### src/rtl/nested_cnt_out.sv
// nested_cnt_out: nested (odometer-style) step counter sweeping every level from 0 to its latched limit
//
// Parameters
//   NUM_LVL  number of nested levels (1..4), level 0 is the innermost (fastest) digit
//   CNT_W    width of each level counter and of each limit field
//
// Ports
//   clk       rising-edge clock
//   rst_n     asynchronous active-low reset
//   start     in IDLE: latch limit, zero counters, begin a sweep
//   clr       synchronous abort, overrides start and en
//   en        advance the sweep by one step (RUN only)
//   limit     per-level terminal values, level i in [i*CNT_W +: CNT_W]
//   cnt       registered per-level counts, same packing as limit
//   busy      registered, high while a sweep is running
//   lvl_last  combinational, bit i high when running and level i sits at its limit
//   wrap      combinational, bit i high when level i wraps on this cycle's edge
//   done      registered one-cycle pulse after the final step of a sweep
//   lin_idx   registered count of accepted steps since start
//             (present only when NESTED_CNT_LIN_IDX_EN is defined)
//
// Optional feature macro: NESTED_CNT_LIN_IDX_EN
module nested_cnt_out #(
    parameter int NUM_LVL = 3,
    parameter int CNT_W   = 4
) (
    input  logic                     clk,
    input  logic                     rst_n,
    input  logic                     start,
    input  logic                     clr,
    input  logic                     en,
    input  logic [NUM_LVL*CNT_W-1:0] limit,
    output logic [NUM_LVL*CNT_W-1:0] cnt,
    output logic                     busy,
    output logic [NUM_LVL-1:0]       lvl_last,
    output logic [NUM_LVL-1:0]       wrap,
    output logic                     done
`ifdef NESTED_CNT_LIN_IDX_EN
    ,
    output logic [NUM_LVL*CNT_W-1:0] lin_idx
`endif
);
    localparam int   TW      = NUM_LVL * CNT_W;
    localparam logic ST_IDLE = 1'b0;
    localparam logic ST_RUN  = 1'b1;

    logic          state_q, state_d;
    logic [TW-1:0] lim_q, lim_d;
    logic [TW-1:0] cnt_q, cnt_d;
    logic          done_q, done_d;
    logic          run;
    logic          carry;
    logic          step;

    assign run = state_q == ST_RUN;

    // A level wraps only when every level below it is also at its limit,
    // so wrap is the running AND of lvl_last gated by en.
    always_comb begin
        lvl_last = '0;
        wrap     = '0;
        carry    = en & run;
        for (int i = 0; i < NUM_LVL; i++) begin
            lvl_last[i] = run & (cnt_q[i*CNT_W +: CNT_W] == lim_q[i*CNT_W +: CNT_W]);
            carry       = carry & lvl_last[i];
            wrap[i]     = carry;
        end
    end

    always_comb begin
        state_d = state_q;
        lim_d   = lim_q;
        cnt_d   = cnt_q;
        done_d  = 1'b0;
        step    = 1'b1;
        if (clr) begin
            state_d = ST_IDLE;
            cnt_d   = '0;
        end else if (!run) begin
            if (start) begin
                state_d = ST_RUN;
                lim_d   = limit;
                cnt_d   = '0;
            end
        end else if (en) begin
            if (wrap[NUM_LVL-1]) begin
                state_d = ST_IDLE;
                cnt_d   = '0;
                done_d  = 1'b1;
            end else begin
                // step carries the "level below wrapped" condition upward;
                // level 0 always steps on an accepted en.
                for (int i = 0; i < NUM_LVL; i++) begin
                    cnt_d[i*CNT_W +: CNT_W] = wrap[i] ? '0 :
                                              step    ? cnt_q[i*CNT_W +: CNT_W] + CNT_W'(1) :
                                                        cnt_q[i*CNT_W +: CNT_W];
                    step = wrap[i];
                end
            end
        end
    end

    always_ff @(posedge clk or negedge rst_n) begin
        if (!rst_n) begin
            state_q <= ST_IDLE;
            lim_q   <= '0;
            cnt_q   <= '0;
            done_q  <= 1'b0;
        end else begin
            state_q <= state_d;
            lim_q   <= lim_d;
            cnt_q   <= cnt_d;
            done_q  <= done_d;
        end
    end

    assign cnt  = cnt_q;
    assign busy = state_q;
    assign done = done_q;

`ifdef NESTED_CNT_LIN_IDX_EN
    logic [TW-1:0] lin_q, lin_d;

    always_comb begin
        lin_d = lin_q;
        if (clr || (!run && start))
            lin_d = '0;
        else if (run && en)
            lin_d = wrap[NUM_LVL-1] ? '0 : lin_q + TW'(1);
    end

    always_ff @(posedge clk or negedge rst_n) begin
        if (!rst_n)
            lin_q <= '0;
        else
            lin_q <= lin_d;
    end

    assign lin_idx = lin_q;
`endif

endmodule
### config.mk
export PLATFORM = sky130hd
export DESIGN_NAME = nested_cnt_out
export DESIGN_NICKNAME = d
export VERILOG_FILES = /design/src/rtl/nested_cnt_out.sv
export SDC_FILE = /design/constraint.sdc
export NUM_CORES = 1
export LEC_CHECK = 0
export ABC_AREA = 0
export BUFFER_PORTS_ARGS = -buffer_cell sky130_fd_sc_hd__clkbuf_2
export CORE_UTILIZATION = 46
export CTS_BUF_LIST = sky130_fd_sc_hd__clkbuf_16
export DETAILED_ROUTE_END_ITERATION = 10
export GPL_ROUTABILITY_DRIVEN = 0
export PLACE_DENSITY_LB_ADDON = 0.2
export SLEW_MARGIN = 15
export SYNTH_ARGS = -nofsm -noshare
export SYNTH_HDL_FRONTEND = slang
export SYNTH_SLANG_ARGS = --single-unit
### constraint.sdc
create_clock -name clk -period 2 [get_ports clk]
set_clock_uncertainty 0.2 [all_clocks]
set_input_delay 0.2 -clock clk [delete_from_list [all_inputs] [get_ports clk]]
set_output_delay 0.2 -clock clk [all_outputs]
set_load 0.02 [all_outputs]
Word level (Yosys, flattened, before mapping)
Cells that the tools add are included.
{ "word_totals": {"regBits": 26, "latch_bits": 0, "mem_bits_rw": 0, "romBits": 0, "input_bits": 17, "out_inout_bits": 20, "word_cells": 47, "memories": 0} }
{ "op_classes": {"n_addsub": 3, "mul": 0, "div": 0, "order_cmp": 0, "eq_ne": 6, "shift": 0, "muxes": 18, "bitwise": 9, "reduce_logical": 5} }
{ "op_table": {"columns": ["cell", "count"], "rows": [
  ["12-bit 2-to-1 mux", 5],
  ["4-bit 2-to-1 mux", 4],
  ["4-bit by 1-bit adder with 4-bit output (second input constant)", 3],
  ["4-bit equality test", 3],
  ["1-bit 2-to-1 mux", 9],
  ["3-bit AND reduction", 3],
  ["1-bit bitwise AND", 7],
  ["5-bit by 4-bit inequality test with 1-bit output (second input constant)", 1],
  ["4-bit by 3-bit inequality test with 1-bit output (second input constant)", 1],
  ["3-bit inequality test (second input constant)", 1],
  ["3-bit nonzero test", 1],
  ["1-bit NOT", 2],
  ["2-bit AND reduction", 1]
]} }

Depth between registers and ports, before layout
{ "depth": {"ltp_word": 9, "ltp_mapped": 6, "ltp_nobuf": 6} }

Worst setup path before layout
OpenSTA, ideal clock, no wires.
{ "synth_path": {"path_kind": "flip-flop to flip-flop", "start": "register cnt_q[1], in the netlist cnt[1]", "end": "register cnt_q[7], in the netlist cnt[7]", "setup_ns": 0.080, "arrival_time_ns": 1.796, "required_time_ns": 1.720, "setup_slack_ns": -0.076, "path_stages_with_launch": 6, "path_buffers": 0, "synth_period_minus_slack_ns": 2.076, "cell_sequence": "dfrtp_1 xor2_1 nor4_4 nand2_2 or4_4 o211ai_2"} }
{ "synth_via": {"elab_chain_cells": 9, "word_cells_on_any_way": 12, "classes_between": "eq/ne: 2; mux: 5; bitwise: 4; reduce/logical: 1"} }
{ "synth_rtl": {"columns": ["element", "line_no", "text"], "rows": [
  ["start: declaration", "49", "logic [TW-1:0] cnt_q, cnt_d;"],
  ["start signal: assignment", "112", "cnt_q <= cnt_d;"],
  ["4-bit equality test *", "64", "lvl_last[i] = run & (cnt_q[i*CNT_W +: CNT_W] == lim_q[i*CNT_W +: CNT_W]);"],
  ["1-bit bitwise AND *", "64", null],
  ["1-bit bitwise AND *", "65", "carry = carry & lvl_last[i];"],
  ["1-bit bitwise AND", "65", null],
  ["4-bit 2-to-1 mux or 1-bit bitwise AND (tied branches)", "94, 65", null],
  ["12-bit 2-to-1 mux", "86", "if (wrap[NUM_LVL-1]) begin"],
  ["12-bit 2-to-1 mux", "85", "end else if (en) begin"],
  ["12-bit 2-to-1 mux", "79", "end else if (!run) begin"],
  ["12-bit 2-to-1 mux", "76", "if (clr) begin"]
]} }
Mark *: on every way between the ends. The rest lies on a longest branch, timed or not. The select of a mux whose other input is x is not followed.
A chain may end at the register's enable or synchronous reset.

Worst setup path in the final report
{ "layout_path": {"start": "register cnt_q[3], in the netlist cnt[3]", "end": "output port wrap[1]"} }
{ "layout_via": {"elab_chain_cells": 4} }
{ "layout_rtl": {"columns": ["element", "line_no", "text"], "rows": [
  ["4-bit equality test", "64", null],
  ["1-bit bitwise AND", "64", null],
  ["1-bit bitwise AND (2 in a row)", "65", null],
  ["end: declaration", "36", "output logic [NUM_LVL-1:0] wrap,"]
]} }
No other way between the ends.

==> impl_metrics.py <==
metrics = {
    "detailed_routing": {
        "routed_wirelength_mm": 3.66,
        "wire_per_inst_um": 15.6,
        "drc_errors": 6,
        "avgViaCountPerCell": 5.58,
        "num_vias": 1312,
        "drt_iter0_drc": 63,
        "antenna_left": 0,
        "first_pass_iters": 7,
    },
    "layout": {
        "area_delta_synth_final_pct": 55.3,
        "nNetsFinal": 225,
        "final_cell_count_no_fill": 235,
        "fillers": 195,
        "drive_gt1_share_pct": 49.0,
        "n_antenna_cell": 0,
    },
    "status": {
        "outcome": "finished with violations",
        "violations": "design-rule violations, negative setup slack",
    },
    "timing": {
        "rsz0062_at_grt": "true",
        "finalHoldViolCount": 0,
        "period_needed_ps": 2110,
        "worst_pin_slew_ps": 635,
        "finalCritPeriodShare_pct": 106,
        "maxSlewViolCount": 0,
        "finalSetupViolCount": 7,
        "hold_ws_ps": 290,
        "max_slew_margin_pct": 57.6,
        "setup_ws_ps": -112,
        "fmax_ghz": 0.473,
    },
    "synth": {
        "yosysTopAreaCellShare_pct": 47.1,
        "synthCells": 127,
        "synth_common_cells": "dfrtp_1 (26), mux2_2 (12), xor2_1 (11), nand2_1 (8), nor3_1 (6)",
        "synth_edf_count": 0,
        "synth_cell_type_count": 38,
        "ys_ff_latch": 26,
        "yosysTopAreaCell": "dfrtp_1",
        "avgSynthCellArea_um2": 10.9,
        "synth_warnings": 0,
        "synth_ff_type": "dfrtp_1",
        "syn_area_um2": 1380,
        "synth.area.top_cells": "dfrtp_1 (47%), mux2_2 (9.8%), xor2_1 (7.0%), ha_1 (2.7%), nor3_1 (2.2%)",
        "yosysSeqAreaShare_pct": 47.1,
        "ys_async_sr_fraction_pct": 100,
        "synth.most_common_cell": "dfrtp_1",
        "synth_fp_nets": 147,
    },
    "global_route": {
        "grt_max_degree": 27,
        "antenna_found_initial": 0,
        "grt_pass1_vias": 1291,
        "grt-ovfl-total": 0,
        "grt_usage_pct": 24.3,
        "grt_pass1_wl_mm": 5.93,
    },
    "critical_path": {
        "reg2reg_depth": 6,
        "setup.worst_path.start_class": "flop",
        "end_kind": "primary output",
        "required_ps": 1600,
        "critical_path_class": "flop to primary output",
        "rr_endpoint": "cnt[7]$_DFFE_PN0P_",
        "max_stage_delay_ps": 420,
        "crit_path_start": "cnt[3]$_DFFE_PN0P_",
        "worstPathMaxFanout": 3,
        "r2r_slack_ps": -100,
        "crit_path_end": "wrap[1]",
        "cp_cell_sequence": "xor2_2, nor4_4, nand3_1, buf_6, clkinv_8, clkbuf_8",
        "worst_path_max_delay_cell": "dfrtp_2",
        "arrival_ps": 1710,
        "r2r_start": "cnt[3]$_DFFE_PN0P_",
    },
    "clocking": {
        "clk_pin_slew_worst_paths_ps": 60,
        "cts_tree": "done",
        "clkSinkCount": 26,
        "cts_buffers": 3,
        "clockBufferDepth": 2,
        "htreeDepth": 1,
        "insertion_delay_ps": 260,
        "clockRootBuffer": "clkbuf_16",
    },
    "floorplanning": {
        "start_util_pct": 49.2,
        "die_area_um2": 3230,
        "chipHeight_um": 56.8,
        "coreArea_um2": 2810,
        "num_io_pins": 37,
        "num_rows": 19,
        "fp.dieW_um": 56.8,
    },
    "hold_path": {
        "min_path_type": "input port to asynchronous set/reset pin",
    },
    "power": {
        "vdd_drop_max_v": 0.000525,
        "leakagePower_nw": 1.04,
        "p_per_area_nw_per_um2": 654,
    },
    "placed_design": {
        "numPortBuffers": 36,
        "dpl.hpwl_mm": 2.56,
        "dp.cells": 209,
    },
    "run": {
        "drv_cap": 0,
    },
}
==> cell usage in the layout (no fill, tap or decap), drive strengths merged, types with 3 or more instances in the layout <==
| cell type | netlist | final |
|---|---|---|
| or3 | 3 | 3 |
| mux2 | 12 | 12 |
| nor2b | 4 | 4 |
| inv | 5 | 6 |
| nor3 | 6 | 6 |
| buf | 3 | 30 |
| nand2 | 9 | 9 |
| dfrtp | 26 | 26 |
| dlygate4sd3 | 0 | 14 |
| and2 | 3 | 3 |
| ha | 3 | 3 |
| xor2 | 11 | 11 |
| o21ai | 5 | 5 |
| o211ai | 4 | 4 |
| nand3 | 5 | 5 |
| clkbuf | 1 | 36 |
==> metrics by stage <==
stage	area (um2)	TNS (ps)	total power [mW]	worst slack [ps]	utilization [%]
final	2150	-574	1.40	-112	76.5
after global routing	2150	-1180	1.46	-160	76.5
after CTS	2100	-695	1.41	-124	75.0
after detailed placement	1740	-122	0.902	-58.9	62.0
after global placement	1740	-14.1	0.889	-14.1	62.0
after floorplan	1400	-50.5	0.803	-38.0	-
==> flip-flops by register name, summed over array words and instances (netlist names) <==
register	cells
lim_q	12
cnt	12
busy	1
done	1
==> layer usage <==
metal | GRT usage [%] | share of wire, % | vias to the layer above | wire length, um
met3 | 3.00 | 5.7 | 4 | 209
met1 | 29.7 | 40 | 642 | 1470
li1 | - | - | 612 | -
met4 | 8.71 | 1.7 | 0 | 61
met2 | 43.7 | 52 | 54 | 1910
met5 | 0 | 0 | - | 0
==> critical path, delay by kind of cell, from the launching register on <==
kind	cells	cell delay (ps)
simple gates	2	490
buf+inv	3	360
xor+xnor	1	190
flops	1	420
==> cell type report <==
| cell class | count | area, um2 | share of cell area (%) |
|---|---|---|---|
| Timing Repair Buffer | 77 | 582 | 27.1 |
| Inverter | 6 | 37.5 | 1.75 |
| Sequential cell | 26 | 654 | 30.5 |
| Clock buffer | 3 | 75.1 | 3.50 |
| Multi-Input combinational cell | 91 | 754 | 35.2 |
| Tap cell | 31 | 38.8 | 1.81 |
| Clock inverter | 1 | 3.75 | 0.175 |
==> kinds of logic after synthesis <==
family	Yosys count	synth area share (%)
fa+ha+maj	3	2.72
flops	26	47.1
compound gates	22	11.4
buf+inv	10	3.17
mux	12	9.78
xor+xnor	12	7.61
simple gates	42	18.2
==> how the worst min path moves through the flow <==
stage	from	cells after the start	to
floorplan	rst_n	0	busy$_DFF_PN0_
global placement	rst_n	1	lim_q[10]$_DFFE_PN0P_
detailed placement	rst_n	1	lim_q[0]$_DFFE_PN0P_
CTS	rst_n	2	lim_q[0]$_DFFE_PN0P_
global route	lim_q[7]$_DFFE_PN0P_	1	lim_q[7]$_DFFE_PN0P_
finish	rst_n	2	lim_q[0]$_DFFE_PN0P_
==> repair_timing <==
item,in CTS,in global routing
pin swaps,8,5
endpoints found under the setup margin,10,14
hold endpoints to repair,39,0
hold buffers,14,0
setup buffers,7,1
gates resized for setup,22,13
==> report_power, final <==
group          internal, mW  switching [mW]
Combinational         0.172           0.150
Clock                 0.268           0.176
Sequential            0.586          0.0532
Note: power is estimated with default switching activity, not from simulation.
